$ cat src/rtl/serial_add_ctrl.sv
// Bit-serial adder controller: drives one external full-adder cell
// LSB first, WIDTH cycles per addition, registered sum and carry out.
module serial_add_ctrl #(
  parameter int WIDTH = 8
) (
  input  logic             clk,
  input  logic             reset,
  input  logic             start,
  input  logic [WIDTH-1:0] a,
  input  logic [WIDTH-1:0] b,
  input  logic             cin,
  output logic             fa_x,
  output logic             fa_y,
  output logic             fa_cin,
  input  logic             fa_sum,
  input  logic             fa_cout,
  output logic             busy,
  output logic             done,
  output logic [WIDTH-1:0] sum,
  output logic             cout
);

  localparam int CW = $clog2(WIDTH + 1);

  typedef enum logic [1:0] {
    S_IDLE,
    S_RUN,
    S_DONE
  } state_t;

  state_t         state;
  state_t         nstate;
  logic [WIDTH-1:0] ra;
  logic [WIDTH-1:0] rb;
  logic [WIDTH-1:0] sr;
  logic [WIDTH-1:0] nsr;
  logic             carry;
  logic [CW-1:0]    cnt;
  logic             last;
  logic             accept;

  assign last   = (cnt == CW'(WIDTH - 1));
  assign accept = (state == S_IDLE) && start;

  // Operand and carry registers drain to zero by the end of RUN,
  // so the adder inputs are quiet outside RUN without extra gating.
  assign fa_x   = ra[0];
  assign fa_y   = rb[0];
  assign fa_cin = carry;

  always_ff @(posedge clk) begin
    if (reset) begin
      state <= S_IDLE;
    end else begin
      state <= nstate;
    end
  end

  always_comb begin
    nstate = state;
    busy   = 1'b0;
    done   = 1'b0;
    unique case (state)
      S_IDLE: begin
        if (start) begin
          nstate = S_RUN;
        end
      end
      S_RUN: begin
        busy = 1'b1;
        if (last) begin
          nstate = S_DONE;
        end
      end
      S_DONE: begin
        done   = 1'b1;
        nstate = S_IDLE;
      end
      default: nstate = S_IDLE;
    endcase
  end

  always_comb begin
    nsr            = sr >> 1;
    nsr[WIDTH-1]   = fa_sum;
  end

  always_ff @(posedge clk) begin
    if (reset) begin
      ra    <= '0;
      rb    <= '0;
      sr    <= '0;
      carry <= 1'b0;
      cnt   <= '0;
      sum   <= '0;
      cout  <= 1'b0;
    end else if (accept) begin
      ra    <= a;
      rb    <= b;
      carry <= cin;
      cnt   <= '0;
    end else if (state == S_RUN) begin
      ra  <= ra >> 1;
      rb  <= rb >> 1;
      sr  <= nsr;
      cnt <= cnt + CW'(1);
      if (last) begin
        sum   <= nsr;
        cout  <= fa_cout;
        carry <= 1'b0;
      end else begin
        carry <= fa_cout;
      end
    end
  end

endmodule

$ cat config.mk
export PLATFORM = sky130hd
export DESIGN_NAME = serial_add_ctrl
export DESIGN_NICKNAME = d
export VERILOG_FILES = /design/src/rtl/serial_add_ctrl.sv
export SDC_FILE = /design/constraint.sdc
export NUM_CORES = 1
export LEC_CHECK = 0
export ABC_AREA = 1
export CORE_MARGIN = 2
export CORE_UTILIZATION = 44
export DETAILED_ROUTE_END_ITERATION = 12
export PLACE_DENSITY = 0.82
export SYNTH_ARGS = -nofsm -noshare
export SYNTH_HDL_FRONTEND = slang
export SYNTH_SLANG_ARGS = --single-unit
$ cat constraint.sdc
create_clock -name clk -period 1 [get_ports clk]
set_input_delay 0.25 -clock clk [delete_from_list [all_inputs] [get_ports clk]]
set_output_delay 0.25 -clock clk [all_outputs]
set_load 0.03 [all_outputs]
[Word level (Yosys, flattened, before mapping)]
Index checks and enable logic that the tools add are counted.
Storage, ports and cells
  register bits after elaboration: 40
  output and inout bits: 14
  bits of input ports: 22
Cells by class
  eq/ne operators: 5
  mux-type cells: 12
  add/subtract/negate cells: 1
  bitwise operators: 1
  reductions and logical operators: 7
Operators with widths (number)
  two-way mux 8 bit: 4
  two-way mux 1 bit: 5
  adder 4 x 1 -> 4 bit (second input constant): 1
  equality test 4 x 3 -> 1 bit (second input constant): 1
  two-way mux 2 bit: 2
  != test 2 bit (second input constant): 2
  case mux 2 bit (2 select lines): 1
  AND reduction 2 bit: 2
  AND reduction 3 bit: 1
  equality test 2 x 1 -> 1 bit (second input constant): 1
  equality test 2 bit (second input constant): 1
  logical NOT 2 bit: 1
  nonzero test 2 bit: 1
  OR reduction 2 bit: 1
  logical AND 1 bit: 1
  NOT 1 bit: 1

[Logic depth before layout (Yosys ltp)]
Gate-level depths: netlist of the first run.
  depth in word-level cells: 4
  depth in mapped cells: 7
  gate-level depth less buffers: 7

[Least setup slack after synthesis of the first run]
Ideal clock, no wire load.
  path kind: register to output
  start point: reg state[1]
  end point: out done
  path buffers: 0
  setup slack: -0.137 ns
  cell stages (with the launch flop): 3
  arrival time: 0.887 ns
  cells stage by stage: dfxtp_1 inv_1 nor2_1
On the way
  word-level cells in the longest chain between the ends: 2
Ends and longest elaborated chain
  start: declaration: line 31  | state_t state;
  start signal: assignment: line 55  | state <= nstate;
  equality test 2 bit: line 63  | unique case (state)
  two-way mux 1 bit: line 63
  end: declaration: line 18  | output logic done,
No other way between the ends.

[Worst setup path in the final report of the first run]
  start point: reg state[0]
  end point: reg ra[2]
On the way
  word-level cells in the longest chain between the ends: 3
  elaborated cells between the ends (all ways): 5
  classes of those cells: eq/ne (1); mux (1); reduce/logical (3)
Ends and longest elaborated chain
  logical NOT 2 bit: line 43  | assign accept = (state == S_IDLE) && start;
  logical AND 1 bit: line 43
  two-way mux 8 bit / nonzero test 2 bit (equally long branches)
  end signal: assignment: line 103  | ra <= ra >> 1;
  end: declaration: line 33  | logic [WIDTH-1:0] ra;
Several ways; a longest one is shown, not always the timed one.
A chain may end at the register's enable or synchronous reset.

==> results of run 1 <==
kinds of logic after synthesis:
kind of cell | count (synthesis) | synth area share, %
and+or+nand+nor | 108 | 28.7
DFF | 39 | 50.6
AOI/OAI and AO/OA | 37 | 13.4
buffers and inverters | 20 | 6.00
xor gates and xnor gates | 1 | 0.567
adders and majority gates | 1 | 0.810
stage by stage:
stage	cell area, um2	utilization [%]
final	2810	83.4
after global routing	2810	83.4
after CTS	2600	77.3
after detailed placement	2070	61.5
after global placement	2070	61.5
after floorplan	1600	-
layer usage:
layer  share of wire (%)  GRT usage [%]
met1                  37           35.7
met2                  47           50.1
met3                 8.9           7.32
met4                 7.4           12.5
met5                   0              0
synthesized netlist by cell type, drive strengths merged:
master  number  area (um2)
o21ai       13        68.8
a21oi       10        50.1
nor2        33         131
nand3       17        85.1
nor3         1        5.00
ha           1        12.5
nand2       57         221
xor2         1        8.76
a31oi       14        87.6
buf          7        42.5
clkinv       1        5.00
clkbuf       2        7.51
inv         10        37.5
dfxtp       39         781
power by group through the flow:
| stage | Clock [uW] | Sequential, uW | Combinational [uW] |
|---|---|---|---|
| final | 1200 | 1710 | 805 |
| after global routing | 1270 | 1720 | 831 |
| after CTS | 1130 | 1680 | 673 |
| after detailed placement | 0 | 1710 | 466 |
| after global placement | 0 | 1710 | 458 |
| after floorplan | 0 | 1720 | 239 |
area by class of cell:
| type | instances | area [um2] |
|---|---|---|
| Timing Repair inverter | 2 | 21.3 |
| Tap cell | 46 | 57.6 |
| Inverter | 11 | 60.1 |
| Clock inverter | 2 | 35.0 |
| Fill cell | 164 | 558 |
| Timing Repair Buffer | 76 | 796 |
| Sequential cell | 39 | 806 |
| Clock buffer | 6 | 51.3 |
| Multi-Input combinational cell | 148 | 978 |
placed cells by master, fill, tap and decap left out, drive strengths merged, types with 2 or more instances in the layout:
master	instances
nand2	58
buf	55
dfxtp	39
nor2	33
clkdlybuf4s50	20
nand3	17
a31oi	14
o21ai	13
a21oi	10
inv	9
clkbuf	6
clkinv	3
clkinvlp	2
sequential cells by signal (all words and copies together) (netlist names):
| name | cells |
|---|---|
| cnt | 4 |
| rb | 8 |
| ra | 8 |
| cout | 1 |
| sum | 8 |
| state | 2 |
| fa_cin | 1 |
| sr | 7 |
path summary, 6_finish.rpt:
kind	to	slack, ps	cells after the start
setup / recovery	ra[2]	-490	7
hold / removal	sum[5]	490	2
setup reg to reg	ra[2]	-490	7
hold reg to reg	sum[5]	490	2
what timing repair did:
action,in CTS,in global routing
cloned,5,1
buffers inserted,15,11
pin swaps,21,19
resized for setup,73,53
setup endpoints to repair,53,53
worst register-to-register path: stages (launching register included):
cell and delay (ps):
dfxtp_4 380, buf_6 120, buf_4 130, o21ai_4 190, buf_12 150, buf_12 120
nand2_2 40, a31oi_1 250
==> flow_summary.json, run 1 <==
{
  "fin_crit_sh_pct": 149,
  "first_pass_iters": 9,
  "dp_hpwl_um": 2510,
  "p_per_area_nw_per_um2": 1320,
  "synthCells": 206,
  "cts_tree": "built",
  "dp_slack_ps": -456,
  "ys_types": 20,
  "ys_seq_area_share_pct": 50.6,
  "startpoint_type": "register",
  "drive_above_1_share_pct": 49.6,
  "initial_utilization_pct": 45.9,
  "leakagePower_uw": 0.00120,
  "placedCellCount": 296,
  "setup_viol": 53,
  "power_switching_uw": 1100,
  "finalSetupTns_ps": -13100,
  "cp.required_ps": 1270,
  "hold_viol_final": 0,
  "netlist_area_um2": 1540,
  "setup.worst_path.end_class": "register",
  "clock-root-buffer": "clkbuf_4",
  "hold_buffers": 0,
  "gp_congestion": 0.743,
  "syn_nets": 229,
  "rows": 21,
  "pwr-share-clk_pct": 32.3,
  "path_cells": "buf_6 -> buf_4 -> o21ai_4 -> buf_12 -> buf_12 -> nand2_2 -> a31oi_1",
  "status": "finished with violations",
  "grt_pass1_wl_um": 8990,
  "cpMostUsedCell": "buf_12",
  "port_buffers": 35,
  "setup_ws_ps": -494,
  "yosysWarnings": 0,
  "gr-total-overflow": 0,
  "tightestPinTransition_ps": 430,
  "clock_skew_ps": 10.4,
  "combPwrFrac_pct": 21.7,
  "netSwitchingFraction_pct": 29.5,
  "wl_per_cell_um": 21.4,
  "cts_htree_levels": 2,
  "hold_start": "sr[6]",
  "antenna_found_initial": 0,
  "worstSetupPathType": "reg -> reg",
  "cp_num_buf_inv": 4,
  "crit_family": "buffers and inverters",
  "io_pins": 36,
  "period_minus_slack_ps": 1490,
  "critPathSlowestCell": "dfxtp_4",
  "drt-initial-drc-count": 260,
  "num-nets-final": 306,
  "cap_violations": 0,
  "cp_data_arrival_time_ps": 1760,
  "rsz0062_at_grt": "true",
  "seq_power_share_pct": 46.1,
  "hp-class": "reg -> reg",
  "wirelength_um": 7050,
  "ant_nets": 0,
  "violations": "negative setup slack",
  "cts_buffer_depth": 2,
  "n_antenna_cell": 0,
  "numCtsBuffers": 5,
  "max-vdd-ir-drop_v": 0.00103,
  "layout.cells.non_filler": 330,
  "slowest_delay_ps": 380,
  "finalMaxSlewViolations": 0,
  "hold_ws_ps": 486,
  "die_y_um": 63.2,
  "syn2layout_area_growth_pct": 81.7,
  "internal-power_uw": 2620,
  "path_clk_slew_ps": 130,
  "worstPathMaxFanout": 6,
  "vias": 2034,
  "core-area_um2": 3360,
  "clock-sinks": 39,
  "drt-vias-per-instance": 6.16,
  "worst_r2r_startpoint": "state[0]",
  "grt_max_degree": 15,
  "synth_seq_cells": 39,
  "dieArea_um2": 4000,
  "synth_area_per_cell_um2": 7.50,
  "relSlewSlack_pct": 71.3,
  "route.detailed.drc": 0,
  "clkLatencyLatePin_ps": 370,
  "finalPower_uw": 3720,
  "fmax_ghz": 0.670,
  "crit_start": "state[0]",
  "grt_use_total_pct": 29.6,
  "die_w_um": 63.2,
  "grt_pass1_vias": 1758
}
Note: power is estimated with default switching activity, not from simulation.
==> inputs of run 2 (changes only) <==
--- a/config.mk
+++ b/config.mk
@@ -6,6 +6,7 @@
 export NUM_CORES = 1
 export LEC_CHECK = 0
 export ABC_AREA = 1
+export ABC_CLOCK_PERIOD_IN_PS = 1000
 export CORE_MARGIN = 2
 export CORE_UTILIZATION = 44
 export DETAILED_ROUTE_END_ITERATION = 12
==> results of run 2 <==
Same layout as run 1: the final DEF is identical, and so are final timing and power.
==> inputs of run 3 (changes only) <==
--- a/config.mk
+++ b/config.mk
@@ -6,11 +6,11 @@
 export NUM_CORES = 1
 export LEC_CHECK = 0
 export ABC_AREA = 1
-export ABC_CLOCK_PERIOD_IN_PS = 1000
+export ABC_CLOCK_PERIOD_IN_PS = 1600
 export CORE_MARGIN = 2
-export CORE_UTILIZATION = 44
+export CORE_UTILIZATION = 48
 export DETAILED_ROUTE_END_ITERATION = 12
-export PLACE_DENSITY = 0.82
+export PLACE_DENSITY = 0.84
 export SYNTH_ARGS = -nofsm -noshare
 export SYNTH_HDL_FRONTEND = slang
 export SYNTH_SLANG_ARGS = --single-unit
==> constraint.sdc (replaced) <==
create_clock -name clk -period 1.6 [get_ports clk]
set_input_delay 0.4 -clock clk [delete_from_list [all_inputs] [get_ports clk]]
set_output_delay 0.4 -clock clk [all_outputs]
set_load 0.03 [all_outputs]
==> run 3 against run 2 <==
Effect of this change: the run now ends clean; register-to-register slack improved by 770 ps; first-iteration DRC count is 77% lower; design area fell by 28%; total power decreased by 53%; via count down 29%; largest cell class is now registers; die area down 7.8%; hold slack worse by 18 ps; sequential power is 39% lower; worst setup slack improved by 590 ps; utilization is 17 points lower.
==> flow_summary.json, run 3 (same netlist as run 1, synthesis figures left out) <==
{
  "dp_hpwl_um": 2330,
  "relSlewSlack_pct": 78.1,
  "worstSetupPathType": "reg -> out",
  "rsz0062_at_grt": "false",
  "gr-total-overflow": 0,
  "layout_common_cells": "nand2_1 (56), dfxtp_1 (37), nor2_1 (32), clkdlybuf4s50_1 (21), nand3_1 (17)",
  "clock-sinks": 39,
  "seqCellArea_um2": 786,
  "drt-vias-per-instance": 4.92,
  "finalMaxSlewViolations": 0,
  "num-nets-final": 274,
  "cap_violations": 0,
  "grt_pass1_wl_um": 5380,
  "wl_per_cell_um": 11.2,
  "syn2layout_area_growth_pct": 31.4,
  "route.detailed.drc": 0,
  "cts_tree": "built",
  "rows": 20,
  "hold_buffers": 0,
  "antenna_found_initial": 0,
  "cp_data_arrival_time_ps": 1110,
  "numCtsBuffers": 5,
  "hp-class": "reg -> reg",
  "max-vdd-ir-drop_v": 0.000474,
  "drt-initial-drc-count": 61,
  "setup_viol": 0,
  "first_pass_iters": 4,
  "top_regs": "ra (8), rb (8), sum (8)",
  "vias": 1447,
  "wirelength_um": 3300,
  "clkLatencyLatePin_ps": 330,
  "leakagePower_uw": 0.000840,
  "layout_commonest_cell": "nand2_1",
  "ant_nets": 0,
  "worstPathMaxFanout": 5,
  "setup.worst_path.end_class": "primary output",
  "grt_use_total_pct": 19.8,
  "p_per_area_nw_per_um2": 868,
  "n_antenna_cell": 0,
  "hold_viol_final": 0,
  "period_minus_slack_ps": 1510,
  "clock_skew_ps": 9.53,
  "dp_slack_ps": -1.73,
  "startpoint_type": "register",
  "grt_pass1_vias": 1284,
  "die_y_um": 60.7,
  "fin_crit_sh_pct": 94.1,
  "fmax_ghz": 0.664,
  "status": "completed",
  "fillers": 282,
  "cts_buffer_depth": 2,
  "fin_util_pct": 66.4,
  "path_clk_slew_ps": 110,
  "setup_ws_ps": 93.6,
  "tightestPinTransition_ps": 328,
  "port_buffers": 35,
  "multi_input_area_um2": 671,
  "clock-root-buffer": "clkbuf_4",
  "initial_utilization_pct": 50.6,
  "io_pins": 36,
  "core-area_um2": 3050,
  "cts_htree_levels": 2,
  "grt_max_degree": 24,
  "cp.required_ps": 1200,
  "die_w_um": 60.7,
  "dieArea_um2": 3690,
  "gp_congestion": 0.835,
  "drive_above_1_share_pct": 10.4
}
## run 3: changes by cell type in the layout (fill, tap and decap cells not counted), sizes merged, moves of 2 or more
| cell | previous run | this run |
|---|---|---|
| dlygate4sd2 | 0 | 12 |
| clkinv | 3 | 1 |
| buf | 55 | 14 |
| clkinvlp | 2 | 0 |
## run 3: what timing repair did
action | 4_1_cts | 5_1_grt
pin swaps | 1 | 0
gates resized for setup | 13 | 2
buffers inserted | 1 | 0
setup endpoints to repair | 13 | 2
## run 3: through the flow
stage                     instances  total power (uW)  cell area, um2  TNS (ps)  hold slack (ps)
after global placement          287              1330            1990         0              452
after detailed placement        287              1340            1990     -1.73              454
after floorplan                 206              1210            1540         0              445
after global routing            294              1850            2030         0              494
after CTS                       294              1760            2020         0              469
final                           294              1760            2030         0              468
## run 3: layer usage
metal  up-vias  GRT usage [%]  wire, um
met4         0           7.45        51
met5         -              0         0
li1        761              -         -
met2        29           30.4      1450
met3         5           7.04       126
met1       652           25.9      1670
## run 3: final timing paths
check	startpoint	end	slack (ps)	cells past startpoint
worst max-delay path	state[0]	busy	90	3
worst min-delay path	rb[7]	rb[7]	470	2
worst max register to register	cnt[0]	sum[4]	280	7
worst min register to register	rb[7]	rb[7]	470	2
## run 3: critical path, cell delays in order, from the launching register on
cell and delay [ps]:
dfxtp_4 390, inv_2 60, nor2_4 150, buf_4 180
## run 3: area by class of cell
type                    instances  share of cell area, %
flip-flops and latches         39                   38.7
multi-input cells             147                   33.1
inverters                      11                   2.10
repair buffers                 47                   21.3
well taps                      44                   2.71
clock buffers                   6                   2.04
## run 3: power breakdown
| part | switching, uW | leakage [uW] | internal, uW | total, uW |
|---|---|---|---|---|
| clock network | 289 | 0.0000242 | 157 | 445 |
| registers | 27.6 | 0.000320 | 1020 | 1050 |
| logic | 140 | 0.000496 | 130 | 270 |
